`src/rtl/exp_request_arbiter_if.sv`:
```
// Bundle of requester, datapath and consumer signals around the exponential-unit arbiter.
// The slave modport is the arbiter side; master is the requesters/datapath/consumer side.
interface exp_request_arbiter_if #(
  parameter int DATA_W = 32
);
  logic              req0_valid;
  logic              req1_valid;
  logic [DATA_W-1:0] req0_data;
  logic [DATA_W-1:0] req1_data;
  logic              req0_ready;
  logic              req1_ready;
  logic              exp_start;
  logic [DATA_W-1:0] exp_operand;
  logic [DATA_W-1:0] exp_result;
  logic              res_valid;
  logic [DATA_W-1:0] res_data;
  logic              res_id;
  logic              res_ready;
  logic              busy;

  modport slave (
    input  req0_valid, req1_valid, req0_data, req1_data, exp_result, res_ready,
    output req0_ready, req1_ready, exp_start, exp_operand, res_valid, res_data, res_id, busy
  );

  modport master (
    output req0_valid, req1_valid, req0_data, req1_data, exp_result, res_ready,
    input  req0_ready, req1_ready, exp_start, exp_operand, res_valid, res_data, res_id, busy
  );
endinterface

```
`src/rtl/exp_request_arbiter.sv`:
```
// Two-requester arbiter in front of the non-pipelined exponential datapath.
// Round-robin by default; define EXP_ARB_FIXED_PRIO_EN for fixed priority (req0 wins).
module exp_request_arbiter #(
  parameter int DATA_W  = 32,
  parameter int LATENCY = 12
) (
  input  logic                 CLK,
  input  logic                 rst,
  exp_request_arbiter_if.slave bus,
  output logic [1:0]           o_dbg_state
);

  localparam int CNT_W = $clog2(LATENCY + 1);
  localparam logic [CNT_W-1:0] LAT_C   = CNT_W'(LATENCY);
  localparam logic [CNT_W-1:0] CNT_ONE = CNT_W'(1);

  typedef enum logic [1:0] {
    S_IDLE  = 2'd0,
    S_ISSUE = 2'd1,
    S_WAIT  = 2'd2,
    S_RESP  = 2'd3
  } state_t;

  state_t            r_state;
  state_t            w_next;
  logic              r_prio;
  logic              r_id;
  logic [CNT_W-1:0]  r_cnt;
  logic [DATA_W-1:0] r_operand;
  logic [DATA_W-1:0] r_res;
  logic              w_gnt0;
  logic              w_gnt1;
  logic              w_xfer;

  // Handshake: a transfer happens on a rising edge where valid && ready are both high.
  // Ready depends only on state, prio and the valids (never on data) and is low during reset.
  // The result side follows the same rule with res_valid/res_ready.
  always_comb begin
    w_gnt0 = 1'b0;
    w_gnt1 = 1'b0;
    if (r_state == S_IDLE && !rst) begin
      if (bus.req0_valid && bus.req1_valid) begin
        w_gnt0 = !r_prio;
        w_gnt1 = r_prio;
      end else begin
        w_gnt0 = bus.req0_valid;
        w_gnt1 = bus.req1_valid;
      end
    end
  end

  assign w_xfer = w_gnt0 | w_gnt1;

  always_comb begin
    w_next = r_state;
    case (r_state)
      S_IDLE:  if (w_xfer) w_next = S_ISSUE;
      S_ISSUE: w_next = S_WAIT;
      S_WAIT:  if (r_cnt == CNT_ONE) w_next = S_RESP;
      S_RESP:  if (bus.res_ready) w_next = S_IDLE;
      default: w_next = S_IDLE;
    endcase
  end

  always_ff @(posedge CLK or posedge rst) begin
    if (rst) r_state <= S_IDLE;
    else     r_state <= w_next;
  end

  always_ff @(posedge CLK or posedge rst) begin
    if (rst) begin
      r_prio    <= 1'b0;
      r_id      <= 1'b0;
      r_cnt     <= '0;
      r_operand <= '0;
      r_res     <= '0;
    end else begin
      case (r_state)
        S_IDLE: begin
          if (w_xfer) begin
            r_operand <= w_gnt1 ? bus.req1_data : bus.req0_data;
            r_id      <= w_gnt1;
`ifdef EXP_ARB_FIXED_PRIO_EN
            r_prio    <= 1'b0;
`else
            r_prio    <= ~w_gnt1;
`endif
          end
        end
        S_ISSUE: r_cnt <= LAT_C;
        S_WAIT: begin
          // Counter parks at 1 once the result is captured; it never wraps.
          if (r_cnt == CNT_ONE) r_res <= bus.exp_result;
          else                  r_cnt <= r_cnt - CNT_ONE;
        end
        default: ;
      endcase
    end
  end

  assign bus.req0_ready  = w_gnt0;
  assign bus.req1_ready  = w_gnt1;
  assign bus.exp_start   = (r_state == S_ISSUE);
  assign bus.exp_operand = r_operand;
  assign bus.res_valid   = (r_state == S_RESP);
  assign bus.res_data    = r_res;
  assign bus.res_id      = r_id;
  assign bus.busy        = (r_state != S_IDLE);
  assign o_dbg_state     = r_state;

endmodule
```
`src/flat_wrapper.sv`:
```
// flat-port wrapper written by rule: the top's interface ports become plain ports
module exp_request_arbiter_flat 
#(
  parameter int DATA_W  = 32,
  parameter int LATENCY = 12
)
  (CLK, rst, o_dbg_state, bus_req0_valid, bus_req1_valid, bus_req0_data, bus_req1_data, bus_exp_result, bus_res_ready, bus_req0_ready, bus_req1_ready, bus_exp_start, bus_exp_operand, bus_res_valid, bus_res_data, bus_res_id, bus_busy);
  exp_request_arbiter_if #(.DATA_W(DATA_W)) bus_i ();
  input  logic CLK;
  input  logic rst;
  output logic [1:0] o_dbg_state;
  input wire logic [$bits(bus_i.req0_valid)-1:0] bus_req0_valid;
  input wire logic [$bits(bus_i.req1_valid)-1:0] bus_req1_valid;
  input wire logic [$bits(bus_i.req0_data)-1:0] bus_req0_data;
  input wire logic [$bits(bus_i.req1_data)-1:0] bus_req1_data;
  input wire logic [$bits(bus_i.exp_result)-1:0] bus_exp_result;
  input wire logic [$bits(bus_i.res_ready)-1:0] bus_res_ready;
  output wire logic [$bits(bus_i.req0_ready)-1:0] bus_req0_ready;
  output wire logic [$bits(bus_i.req1_ready)-1:0] bus_req1_ready;
  output wire logic [$bits(bus_i.exp_start)-1:0] bus_exp_start;
  output wire logic [$bits(bus_i.exp_operand)-1:0] bus_exp_operand;
  output wire logic [$bits(bus_i.res_valid)-1:0] bus_res_valid;
  output wire logic [$bits(bus_i.res_data)-1:0] bus_res_data;
  output wire logic [$bits(bus_i.res_id)-1:0] bus_res_id;
  output wire logic [$bits(bus_i.busy)-1:0] bus_busy;
  assign bus_i.req0_valid = bus_req0_valid;
  assign bus_i.req1_valid = bus_req1_valid;
  assign bus_i.req0_data = bus_req0_data;
  assign bus_i.req1_data = bus_req1_data;
  assign bus_i.exp_result = bus_exp_result;
  assign bus_i.res_ready = bus_res_ready;
  assign bus_req0_ready = bus_i.req0_ready;
  assign bus_req1_ready = bus_i.req1_ready;
  assign bus_exp_start = bus_i.exp_start;
  assign bus_exp_operand = bus_i.exp_operand;
  assign bus_res_valid = bus_i.res_valid;
  assign bus_res_data = bus_i.res_data;
  assign bus_res_id = bus_i.res_id;
  assign bus_busy = bus_i.busy;
  exp_request_arbiter #(.DATA_W(DATA_W), .LATENCY(LATENCY)) u_core (.CLK(CLK), .rst(rst), .bus(bus_i), .o_dbg_state(o_dbg_state));
endmodule
```
`config.mk`:
```
export PLATFORM = sky130hd
export DESIGN_NAME = exp_request_arbiter_flat
export DESIGN_NICKNAME = d
export VERILOG_FILES = /design/src/rtl/exp_request_arbiter_if.sv /design/src/rtl/exp_request_arbiter.sv /design/src/flat_wrapper.sv
export SDC_FILE = /design/constraint.sdc
export NUM_CORES = 1
export LEC_CHECK = 0
export ABC_AREA = 1
export ABC_CLOCK_PERIOD_IN_PS = 3800
export BUFFER_PORTS_ARGS = -buffer_cell sky130_fd_sc_hd__buf_2
export CORE_MARGIN = 3
export CORE_UTILIZATION = 43
export CTS_CLUSTER_DIAMETER = 60
export DETAILED_ROUTE_END_ITERATION = 8
export PLACE_DENSITY = 0.77
export SLEW_MARGIN = 10
export SYNTH_ARGS = -nofsm -noshare
export SYNTH_HDL_FRONTEND = slang
export SYNTH_SLANG_ARGS = --single-unit
```
`constraint.sdc`:
```
create_clock -name CLK -period 3.8 [get_ports CLK]
set_input_delay 0.19 -clock CLK [delete_from_list [all_inputs] [get_ports CLK]]
set_output_delay 0.19 -clock CLK [all_outputs]
set_load 0.02 [all_outputs]
```
==> metrics.md <==
| Metric | Value |
|---|---|
| Status | `finished clean` |
| Post-synthesis async set-or-reset flop share | `100%` |
| CTS sink count | `72` |
| Drt wl/cell | `between 10 and 15 µm` |
| Layout cell share with drive strength beyond 1 | `36.3%` |
| Worst setup EP type | `primary output` |
| Vias | `3004` |
| Post-CTS Hold Buffers | `0` |
| Slew Limit Fails | `0` |
| Leakage power | `2.41 nW` |
| Clock Tree Buf Depth | `2` |
| #FFs+latches synth | `72` |
| CP required | `3.61 ns` |
| Final WL | `8230 µm` |
| Final min period | `2.77 ns` |
| Synth Cell Area | `3220 µm²` |
| Main synth FF type | `dfrtp_1` |
| N_diodes | `0` |
| CTS Buf Count | `9` |
| Crit path arrival time | `around 2.6 ns` |
| Die Ht | `a little over 90 µm` |
| Worst path max stage delay | `about 0.76 ns` |
| H-tree depth | `3` |
| CTS clk-pin slew, worst paths | `~0.070 ns` |
| IO Count | `173` |
| Fin area | `4320 µm²` |
| IR drop worst, VDD | `0.353 mV` |
| Sequential area share after synthesis | `56.0%` |
| Initial antenna violation count | `0` |
| Die extent in x | `92.5 µm` |
| Synth cell types | `18` |
| Total negative slack | `0 ns` |
| Setup bufs post-CTS | `0` |
| Row count | `30` |
| Setup Viol. Count Final | `0` |
| Post-synth EDFFs | `0` |
| Worst slew pin tran | `just under 1 ns` |
| DP HPWL | `6200 µm` |
| Die area | `roughly 8600 µm²` |
| Count leader, synth | `nand2_1` |
| TritonRoute pass-1 iters | `4` |
| Setup CP Type | `flip-flop to primary output` |
| RSZ-0062 raised after global routing | `no` |
| DR iter-0 viols | `100` |
| Net Count, Synth | `~470` |
| # Max-Cap Violations | `0` |
| Cell family with most CP delay | `compound AO/OA/AOI/OAI gates` |
| Pwr Density | `760 nW/µm²` |
| Post-DP Area | `4090 µm²` |
| Antenna Violating Nets Remaining | `0` |
| First-pass GRT wire length | `about 13000 µm` |
| Post-synth top area share | `56.0%` |
| Mapped Cells | `367` |
| Fmax | `around 0.36 GHz` |
| Clk_skew | `0.0107 ns` |
| Number of port buffers | `172` |
| Crit path buffers/inverters | `2` |
| CP startpoint kind | `flip-flop` |
| M3 GR Usage | `around 4.1%` |
| Global-route usage over all layers | `about 19%` |
| Top post-synthesis cells by area | `dfrtp_1, nand2_1, nand3_1` |
| Overflow after GRT | `0` |
| Synth top cells by count | `nand2_1, dfrtp_1, nand3_1` |
| Number of global-route vias before repair | `approximately 2900` |
| Final worst path period share | `72.9%` |
| TritonCTS clock tree | `done` |
| M1 GR Usage | `23.9%` |
| DRC violation count after routing | `0` |
| P&R area growth vs syn | `34.2%` |
| Final Power | `3.28 mW` |
| Post_cts resized | `0` |
| Min Hold Slack | `0.0732 ns` |
| Busiest grt layer | `met2` |
| Dominant cell type by area after synthesis | `dfrtp_1` |
| Worst Hold Class | `input pin to flip-flop` |
| Clock Latency Late Sink | `0.33 ns` |
| Critical path peak fanout | `35` |
| Largest net degree at the start of global routing | `73` |
| Cell Chain, Critical Path | `inv_1 -> ha_1 -> nand3_4 -> a21oi_4 -> buf_2` |
| Nets@finish | `between 600 and 700` |
| Fin cells | `633` |
| Via density | `about 4.7` |
| CTS Root Cell | `clkbuf_8` |
| Synthesized area per cell | `just under 9 µm²` |
| Met2 usage | `between 30 and 40%` |
| Worst path slowest cell | `a21oi_4` |
| Slew margin rel. | `35.8%` |
| Initial Utilization | `45.8%` |
| Placed Cells | `617` |
| Synth warn | `0` |
| RD Place Congestion | `0.773` |
| Core Region | `7020 µm²` |
| Final hold violations | `0` |
final timing paths:
kind                                         start                         end  slack, ns  cells past startpoint
setup / recovery             u_core.o_dbg_state[0]              bus_req0_ready       1.03                      5
hold / removal                   bus_req1_data[31]  u_core.bus.exp_operand[31]       0.07                      3
setup reg to reg             u_core.o_dbg_state[0]   u_core.bus.exp_operand[3]       1.50                      6
hold reg to reg            u_core.bus.res_data[27]     u_core.bus.res_data[27]       0.49                      2
max in group asynchronous                      rst     u_core.bus.res_data[18]       3.02                      3
min in group asynchronous                      rst       u_core.o_dbg_state[0]       0.22                      3
worst reg2reg max path, delay by kind of cell (launching register included):
kind / cells / cell delay, ns
AND/OR/NAND/NOR: 3 / 0.65
adder cells (fa/ha/maj): 1 / 0.30
buffers and inverters: 1 / 0.10
AO/OA/AOI/OAI: 1 / 0.76
flip-flops: 1 / 0.43
layout make-up:
class | count | area [µm²]
well taps | 96 | 120
inverters | 42 | 158
multi-input cells | 234 | 1140
clock inverters | 6 | 90.1
repair buffers | 173 | 868
fillers | 624 | 2700
clock buffers | 10 | 138
flip-flops and latches | 72 | 1800
cell families after synthesis:
kind of cell,Yosys count,share of synthesized area (%)
flip-flops,72,56.0
AO/OA/AOI/OAI,43,7.55
adder cells (fa/ha/maj),6,2.33
AND/OR/NAND/NOR,185,25.4
buffers and inverters,61,8.68
routing by layer:
layer,up-vias,wire [µm]
li1,1503,-
met4,0,179
met2,150,3880
met3,17,750
met1,1334,3420
met5,-,0
sequential cells by signal, summed over array words and instances (netlist names):
register,cells
u_core.bus.res_id,1
u_core.o_dbg_state,2
u_core.bus.res_data,32
u_core.r_prio,1
u_core.bus.exp_operand,32
u_core.r_cnt,4
metrics by stage:
stage / setup slack (ns) / utilization, %
finish: 1.03 / 61.5
global route: 0.740 / 61.5
CTS: 0.977 / 61.5
detailed placement: 1.35 / 58.2
global placement: 1.45 / 58.2
floorplan: 1.03 / -
where the power goes:
part / switching [mW] / internal, mW
clock network: 0.275 / 0.390
registers: 0.182 / 1.07
logic: 0.882 / 0.483
cells in the final DEF (no fill, tap or decap):
master,netlist,final
ha_1,6,6
clkinvlp_4,0,1
buf_2,4,172
clkbuf_8,0,10
inv_6,0,1
bufinv_16,0,2
nand4_1,2,2
buf_4,0,1
a21oi_1,3,3
clkinv_2,0,1
nand3_4,2,2
o21bai_1,1,1
inv_2,0,1
nand3b_1,1,1
inv_1,42,41
nor3_1,1,1
o21ai_0,36,36
nand2_1,110,110
nor2_1,1,1
dfrtp_1,72,72
nand3_1,68,67
a21oi_4,2,2
clkinv_4,0,1
a21boi_0,1,1
nand3_2,0,1
Power figures use the tool's default switching activity.
